`config.mk`:
```
export PLATFORM = sky130hd
export DESIGN_NAME = conv33_window_gen
export DESIGN_NICKNAME = d
export VERILOG_FILES = /design/src/rtl/conv33_pkg.sv /design/src/rtl/conv33_line_buf.sv /design/src/rtl/conv33_window_gen.sv
export SDC_FILE = /design/constraint.sdc
export NUM_CORES = 1
export LEC_CHECK = 0
export CAP_MARGIN = 20
export CORE_MARGIN = 2
export CORE_UTILIZATION = 35
export CTS_CLUSTER_DIAMETER = 40
export DETAILED_ROUTE_END_ITERATION = 10
export HOLD_SLACK_MARGIN = 0.1
export PLACE_DENSITY = 0.54
export SYNTH_ARGS = -nofsm -noshare
export SYNTH_HDL_FRONTEND = slang
export SYNTH_HIERARCHICAL = 1
export SYNTH_SLANG_ARGS = --single-unit
export TNS_END_PERCENT = 5
```
`constraint.sdc`:
```
create_clock -name clk -period 6.4 [get_ports clk]
set_input_delay 1.6 -clock clk [delete_from_list [all_inputs] [get_ports clk]]
set_output_delay 1.6 -clock clk [all_outputs]
set_load 0.05 [all_outputs]
```
`src/rtl/conv33_pkg.sv`:
```
// Shared constants for the conv33 datapath: pixel width, image geometry
// and kernel size, common to the window generator and the calculator.
package conv33_pkg;

    localparam int unsigned DATA_WIDTH = 8;
    localparam int unsigned IMG_W      = 28;
    localparam int unsigned IMG_H      = 28;
    localparam int unsigned WIN_K      = 3;

endpackage

```
`src/rtl/conv33_line_buf.sv`:
```
// One image row of pixel storage; asynchronous read, synchronous write at the
// same address, so a cycle's read returns the value from before that write.
module conv33_line_buf
    import conv33_pkg::*;
#(
    parameter int unsigned DEPTH     = IMG_W,
    parameter int unsigned WIDTH     = DATA_WIDTH,
    parameter int unsigned ADDR_BITS = $clog2(DEPTH)
) (
    input  logic                 clk,
    input  logic                 we,
    input  logic [ADDR_BITS-1:0] addr,
    input  logic [WIDTH-1:0]     wr_data,
    output logic [WIDTH-1:0]     rd_data_c
);

    // No reset: contents are don't-care until overwritten by the stream.
    logic [WIDTH-1:0] mem [DEPTH];

    always_ff @(posedge clk) begin
        if (we) begin
            mem[addr] <= wr_data;
        end
    end

    assign rd_data_c = mem[addr];

endmodule

```
`src/rtl/conv33_window_gen.sv`:
```
// Streaming 3x3 sliding-window generator: buffers two rows and emits each
// fully-interior 3x3 neighbourhood with a one-cycle win_valid pulse.
module conv33_window_gen
    import conv33_pkg::*;
#(
    parameter int unsigned DATA_WIDTH = conv33_pkg::DATA_WIDTH,
    parameter int unsigned IMG_W      = conv33_pkg::IMG_W,
    parameter int unsigned IMG_H      = conv33_pkg::IMG_H,
    parameter int unsigned COL_BITS   = $clog2(IMG_W),
    parameter int unsigned ROW_BITS   = $clog2(IMG_H)
) (
    input  logic                  clk,
    input  logic                  rst,
    input  logic                  frame_start,
    input  logic                  in_valid,
    input  logic [DATA_WIDTH-1:0] in_data,
    output logic [DATA_WIDTH-1:0] data_0_0,
    output logic [DATA_WIDTH-1:0] data_0_1,
    output logic [DATA_WIDTH-1:0] data_0_2,
    output logic [DATA_WIDTH-1:0] data_1_0,
    output logic [DATA_WIDTH-1:0] data_1_1,
    output logic [DATA_WIDTH-1:0] data_1_2,
    output logic [DATA_WIDTH-1:0] data_2_0,
    output logic [DATA_WIDTH-1:0] data_2_1,
    output logic [DATA_WIDTH-1:0] data_2_2,
    output logic                  win_valid,
    output logic [ROW_BITS-1:0]   win_row,
    output logic [COL_BITS-1:0]   win_col,
    output logic                  frame_done
);

    logic [COL_BITS-1:0]   col_q;
    logic [ROW_BITS-1:0]   row_q;
    logic [COL_BITS-1:0]   col_eff;
    logic [ROW_BITS-1:0]   row_eff;
    logic                  col_last;
    logic                  row_last;
    logic                  win_hit;
    logic [DATA_WIDTH-1:0] line0_rd;
    logic [DATA_WIDTH-1:0] line1_rd;
    logic [DATA_WIDTH-1:0] col_new [WIN_K];

    // Window history keeps the two older columns; the newest column comes
    // straight from the line buffers and the incoming pixel.
    logic [DATA_WIDTH-1:0] win_sr  [WIN_K][WIN_K-1];
    logic [DATA_WIDTH-1:0] win_q   [WIN_K][WIN_K];

    // frame_start makes the current pixel (0,0) regardless of the counters.
    always_comb begin
        col_eff  = frame_start ? '0 : col_q;
        row_eff  = frame_start ? '0 : row_q;
        col_last = (col_eff == COL_BITS'(IMG_W - 1));
        row_last = (row_eff == ROW_BITS'(IMG_H - 1));
        win_hit  = in_valid && (row_eff >= ROW_BITS'(2)) && (col_eff >= COL_BITS'(2));
        col_new[0] = line0_rd;
        col_new[1] = line1_rd;
        col_new[2] = in_data;
    end

    // Raster position counters.
    always_ff @(posedge clk or posedge rst) begin
        if (rst) begin
            col_q <= '0;
            row_q <= '0;
        end else if (in_valid) begin
            if (col_last) begin
                col_q <= '0;
                row_q <= row_last ? '0 : row_eff + ROW_BITS'(1);
            end else begin
                col_q <= col_eff + COL_BITS'(1);
                row_q <= row_eff;
            end
        end else if (frame_start) begin
            col_q <= '0;
            row_q <= '0;
        end
    end

    conv33_line_buf #(
        .DEPTH     (IMG_W),
        .WIDTH     (DATA_WIDTH),
        .ADDR_BITS (COL_BITS)
    ) u_line0 (
        .clk       (clk),
        .we        (in_valid),
        .addr      (col_eff),
        .wr_data   (line1_rd),
        .rd_data_c (line0_rd)
    );

    conv33_line_buf #(
        .DEPTH     (IMG_W),
        .WIDTH     (DATA_WIDTH),
        .ADDR_BITS (COL_BITS)
    ) u_line1 (
        .clk       (clk),
        .we        (in_valid),
        .addr      (col_eff),
        .wr_data   (in_data),
        .rd_data_c (line1_rd)
    );

    always_ff @(posedge clk) begin
        if (in_valid) begin
            for (int i = 0; i < int'(WIN_K); i++) begin
                win_sr[i][0] <= win_sr[i][1];
                win_sr[i][1] <= col_new[i];
            end
        end
    end

    // Registered window outputs; values hold between valid windows.
    always_ff @(posedge clk or posedge rst) begin
        if (rst) begin
            for (int i = 0; i < int'(WIN_K); i++) begin
                for (int j = 0; j < int'(WIN_K); j++) begin
                    win_q[i][j] <= '0;
                end
            end
            win_valid  <= 1'b0;
            win_row    <= '0;
            win_col    <= '0;
            frame_done <= 1'b0;
        end else begin
            win_valid  <= win_hit;
            frame_done <= win_hit && row_last && col_last;
            if (win_hit) begin
                for (int i = 0; i < int'(WIN_K); i++) begin
                    win_q[i][0] <= win_sr[i][0];
                    win_q[i][1] <= win_sr[i][1];
                    win_q[i][2] <= col_new[i];
                end
                win_row <= row_eff - ROW_BITS'(2);
                win_col <= col_eff - COL_BITS'(2);
            end
        end
    end

    assign data_0_0 = win_q[0][0];
    assign data_0_1 = win_q[0][1];
    assign data_0_2 = win_q[0][2];
    assign data_1_0 = win_q[1][0];
    assign data_1_1 = win_q[1][1];
    assign data_1_2 = win_q[1][2];
    assign data_2_0 = win_q[2][0];
    assign data_2_1 = win_q[2][1];
    assign data_2_2 = win_q[2][2];

endmodule

```
## Word level (Yosys, flattened, before mapping)

Memories as Yosys holds them, arrays and structs flattened.
Index checks and enable logic that the tools add are counted.

- Register bits: 94
- Latch bits: 0
- Bits in writable memories: 496
- ROM bits: 0
- Input port bits: 12
- Output and inout port bits: 84
- Logic and storage cells: 39
- Memories: 3

- Add/subtract/negate cells: 4
- Multiply operators: 0
- Div/mod/pow operators: 0
- $lt $le $gt $ge: 2
- Equality and inequality tests: 2
- Shifts and indexed selects: 0
- Multiplexer cells: 9
- Bitwise logic cells: 0
- Reductions and logical operators: 4

Memories:

| name | depth | width | rd ports | clocked after memory_dff | wr ports | RTL line | text |
|---|---|---|---|---|---|---|---|
| u_line0.mem | 28 | 8 | 1 | 0 | 1 | conv33_line_buf.sv:18 | `logic [WIDTH-1:0] mem [DEPTH];` |
| u_line1.mem | 28 | 8 | 1 | 0 | 1 | conv33_line_buf.sv:18 |  |
| win_sr | 3 | 16 | 3 | 0 | 3 | conv33_window_gen.sv:45 | `logic [DATA_WIDTH-1:0] win_sr [WIN_K][WIN_K-1];` |

Operators by type and width:

| operator | number |
|---|---|
| $mux 5 | 7 |
| $add 5x1->5 const B | 2 |
| $eq 5x5->1 const B | 2 |
| $ge 5x2->1 const B | 2 |
| $sub 5x2->5 const B | 2 |
| $logic_and 1x1->1 | 4 |
| $mux 1 | 2 |

## Logic depth before layout (Yosys ltp)

- Depth after elaboration: 6
- Mapped depth: 10
- Depth with buffers taken out: 7

## Cells and area by module

Netlist, hierarchy kept.

By module, submodules not included:

| module | times used | cells an instance | area each (um^2) | seq. area each (um^2) |
|---|---|---|---|---|
| conv33_line_buf | 2 | 454 | 8799.7 | 6726.5 |
| conv33_window_gen | 1 | 317 | 5305.1 | 3793.6 |

## Least setup slack after synthesis

OpenSTA, ideal clock, no wires.

- Path type: in2reg
- Start point: input frame_start
- End point: register win_q (netlist bit data_1_2[6])
- Setup time: 129 ps
- Data arrival time: 4068 ps
- Data required time: 6271 ps
- Slack: 2204 ps
- Stages: 7
- Buffers on the path: 1
- Cell sequence: nor2b_1 -> buf_2 -> nor2b_1 -> a221oi_1 -> o21ai_1 -> nand4_1 -> mux2_1

- Elaborated cells on any way between the ends: 7
- Classes of those cells: order compare: 2; mux: 2; reduce/logical: 2; memory: 1

RTL lines:

| element | RTL line | text |
|---|---|---|
| start, declared | conv33_window_gen.sv:14 | `input logic frame_start,` |
| $mux 5 | -- |  |
| $mem_v2 28x8 | -- |  |
| named net line1_rd[6] | conv33_window_gen.sv:40 | `logic [DATA_WIDTH-1:0] line1_rd;` |
| end signal, assigned by index | conv33_window_gen.sv:129 | `win_q[i][0] <= win_sr[i][0];` |
| end signal, assigned by index | conv33_window_gen.sv:130 | `win_q[i][1] <= win_sr[i][1];` |
| end signal, assigned by index | conv33_window_gen.sv:131 | `win_q[i][2] <= col_new[i];` |
| end, declared | conv33_window_gen.sv:46 | `logic [DATA_WIDTH-1:0] win_q [WIN_K][WIN_K];` |

The timed path passes the listed nets, and every way through them passes these cells.
A chain may end at the register's enable or synchronous reset.

## Worst setup path after layout

- Start point: input frame_start
- End point: register win_q (netlist bit data_1_2[7])

- Elaborated cells on any way between the ends: 7
- Classes of those cells: order compare: 2; mux: 2; reduce/logical: 2; memory: 1

RTL lines:

| element | RTL line | text |
|---|---|---|
| $mux 5 | -- |  |
| named net col_eff[0] | conv33_window_gen.sv:34 | `logic [COL_BITS-1:0] col_eff;` |
| $mem_v2 28x8 | -- |  |
| named net line1_rd[7] | conv33_window_gen.sv:40 |  |

The timed path passes the listed nets, and every way through them passes these cells.

==> qor.yml <==
outcome: "complete, no violations"
synth_xor_area_share_pct: 0.306
cp_num_cells: 8
path_class: "primary input to register"
die-area_um2: 67500
slowest_delay_ps: 800
avgViaCountPerCell: 5.04
skew_ps: 24.6
die_x_um: 260
multi_input_area_um2: 5200
synth.distinct_cells: 46
cap_viol_max_count: 0
wl_per_cell_um: 22.0
layout_commonest_cell: "edfxtp_1"
p_seq_share_pct: 44.5
antenna_found_initial: 0
synth-edff-count: 496
swShare_pct: 22.4
ant_nets: 0
coreArea_um2: 64600
drtIter0Drc: 909
path_clk_slew_ps: 50
fin_util_pct: 43.4
comb_power_share_pct: 5.0
synthCells: 1225
start_util_pct: 35.5
htreeDepth: 3
rsz0062_at_grt: "no"
fillers: 5624
wl_mm: 51.3
register_area_um2: 17200
power_mw: 9.69
pre_cts_ws_ps: 1130
io_buffers: 95
grt_pass1_vias: 12300
syn_area_um2: 22900
p_leak_nw: 9.65
dieHeight_um: 260
clock_sinks: 590
hold_depth: 0
clk-insertion-delay-late_ps: 630
num_rows: 93
final_nets: 1418
setup_total_negative_slack_ps: 0
drc: 0
max-vdd-ir-drop_mv: 0.190
fmax_mhz: 222
relSlewSlack_pct: 33.2
arrival_ps: 5020
syn_area_per_cell_um2: 18.7
setup_slack_ps: 1890
first_pass_iters: 5
syn_nets: 1241
clock-root-buffer: "clkbuf_16"
critPathBufInv: 2
cts_tree: "done"
ys.flop_type: "edfxtp_1"
synth_async_sr_flop_share_pct: 15.9
io_pins: 96
vias: 11800
instances_no_fill: 2331
synth_top_family_by_area: "multiplexers"
dpl.hpwl_mm: 30.7
synth-compound-area-share_pct: 2.58
ys_seq_area_share_pct: 75.3
final_layout_size_suffix_gt1_share_pct: 21.1
grt.overflow.total: 0
layout_common_cells: "edfxtp_1, dfrtp_1, clkdlybuf4s50_1, mux2i_1, clkbuf_16"
clock_path_buffers: 3
diodes: 0
required_ps: 6900
synth.area.mux_share_pct: 14.3
clock_power_share_pct: 50.5
path_delay_family: "simple AND/OR/NAND/NOR gates"
ys_seq_elements: 590
grtUsageTotal_pct: 15.5
cp_max_fo: 38
grt_max_degree: 90
internal-power_mw: 7.52
setup.worst_path.end_class: "register"
cpMaxStageDelayCell: "or3_1"
synth-warning-count: 6
grt_pass1_wl_mm: 78.3
routabilityCongestion: 0.783
synthAdderAreaFrac_pct: 0.219
postCtsSetupRepairBufs: 0
fin_crit_ps: 4510
hold_viol_final: 0
power_switching_mw: 2.17
cp-start-kind: "primary input"
p_per_area_nw_per_um2: 345
critical_path.cell_chain: "clkdlybuf4s50_1, nand2b_1, inv_4, mux4_2, nand2_1, o21ai_1, or3_1, mux2_1"
area_growth_pct: 22.5
hold_path_class: "register to register"
final_max_slew_viol_count: 0
cts-resized-gates: 0
max_slew.worst_pin.slew_ps: 998
period_share_pct: 70.5
setup_viol: 0
dpl.cell_count: 2167
numCtsBuffers: 86
synthSimpleGateAreaFrac_pct: 5.23
cts_hold_buf: 0
rr_worst_depth: 7
## path summary, 6_finish.rpt
path | endpoint | start | slack (ps)
min in group asynchronous | data_2_0[0]$_DFFE_PP0P_ | rst | 1400
min reg2reg | win_sr[0][9]$_DFFE_PP_ | win_sr[0][1]$_DFFE_PP_ | 440
min | win_sr[0][9]$_DFFE_PP_ | win_sr[0][1]$_DFFE_PP_ | 440
max | data_1_2[7]$_DFFE_PP0P_ | frame_start | 1890
max in group asynchronous | data_0_0[4]$_DFFE_PP0P_ | rst | 3890
max reg2reg | data_1_2[7]$_DFFE_PP0P_ | col_q[1]$_DFF_PP0_ | 3150
## per-stage QoR
stage / area [µm²] / hold slack (ps)
6_report: 28000 / 439
5_1_grt: 28000 / 442
4_1_cts: 28000 / 441
3_5_place_dp: 25000 / 428
3_3_place_gp: 25000 / 424
2_1_floorplan: 22900 / 419
## routing by layer
metal	track usage [%]	share of wire, %	routed length [µm]	up-vias
met2	24.4	47	24300	361
met4	5.40	2.2	1130	0
li1	-	-	-	5229
met1	21.2	45	22800	6088
met5	0	0	0	-
met3	3.32	5.8	2980	72
## layout make-up
| cell class | count | area share (%) |
|---|---|---|
| clock buffer | 91 | 7.78 |
| tap | 855 | 3.81 |
| sequential | 590 | 61.5 |
| multi-input combinational | 560 | 18.5 |
| inverter | 11 | 0.165 |
| timing repair buffer | 153 | 5.11 |
| clock inverter | 71 | 3.12 |
## state kept, by name (all words and copies together) (netlist names), 5 cells and up
name         cells
col_q            5
row_q            5
data_1_2         8
win_col          5
data_2_0         8
data_0_2         8
data_2_1         8
win_sr          48
u_line0/mem    224
u_line1/mem    224
win_row          5
data_0_1         8
data_2_2         8
data_1_1         8
data_1_0         8
data_0_0         8
## power by group through the flow
stage,Clock (mW),Sequential (mW),Combinational (mW)
after global routing,5.17,4.31,0.530
after CTS,5.00,4.31,0.497
final,4.89,4.31,0.484
after global placement,0,4.38,0.489
after floorplan,0,4.38,0.297
after detailed placement,0,4.39,0.497
## cells in the mapped netlist, types with 3 or more instances
master,count,area share (%)
nor2_1,53,0.87
inv_1,11,0.18
a22oi_1,24,0.79
o21ai_0,13,0.28
xnor2_1,5,0.19
mux2i_1,89,3.9
mux4_2,68,6.7
buf_2,21,0.46
nand3b_1,10,0.33
nand4_1,24,0.66
mux2_2,26,1.3
a221oi_1,12,0.46
nand2b_1,9,0.25
clkbuf_1,15,0.25
buf_6,8,0.39
buf_4,12,0.39
nand3_1,8,0.17
and2_1,7,0.19
nand2_1,56,0.92
mux2_1,49,2.4
buf_8,6,0.39
edfxtp_1,496,65
xor2_1,3,0.11
ha_1,4,0.22
nor3b_1,3,0.098
nor2b_1,17,0.46
dfrtp_1,94,10
nor3_1,21,0.46
o22ai_1,7,0.19
or3b_1,7,0.27
or3_1,4,0.11
o21ai_1,20,0.44
## logic make-up after synthesis
| kind of cell | Yosys count |
|---|---|
| buffers and inverters | 75 |
| adder cells (fa/ha/maj) | 4 |
| flip-flops | 590 |
| AND/OR/NAND/NOR | 230 |
| AO/OA/AOI/OAI | 86 |
| XOR/XNOR | 8 |
| multiplexers | 232 |
Power figures use the tool's default switching activity.
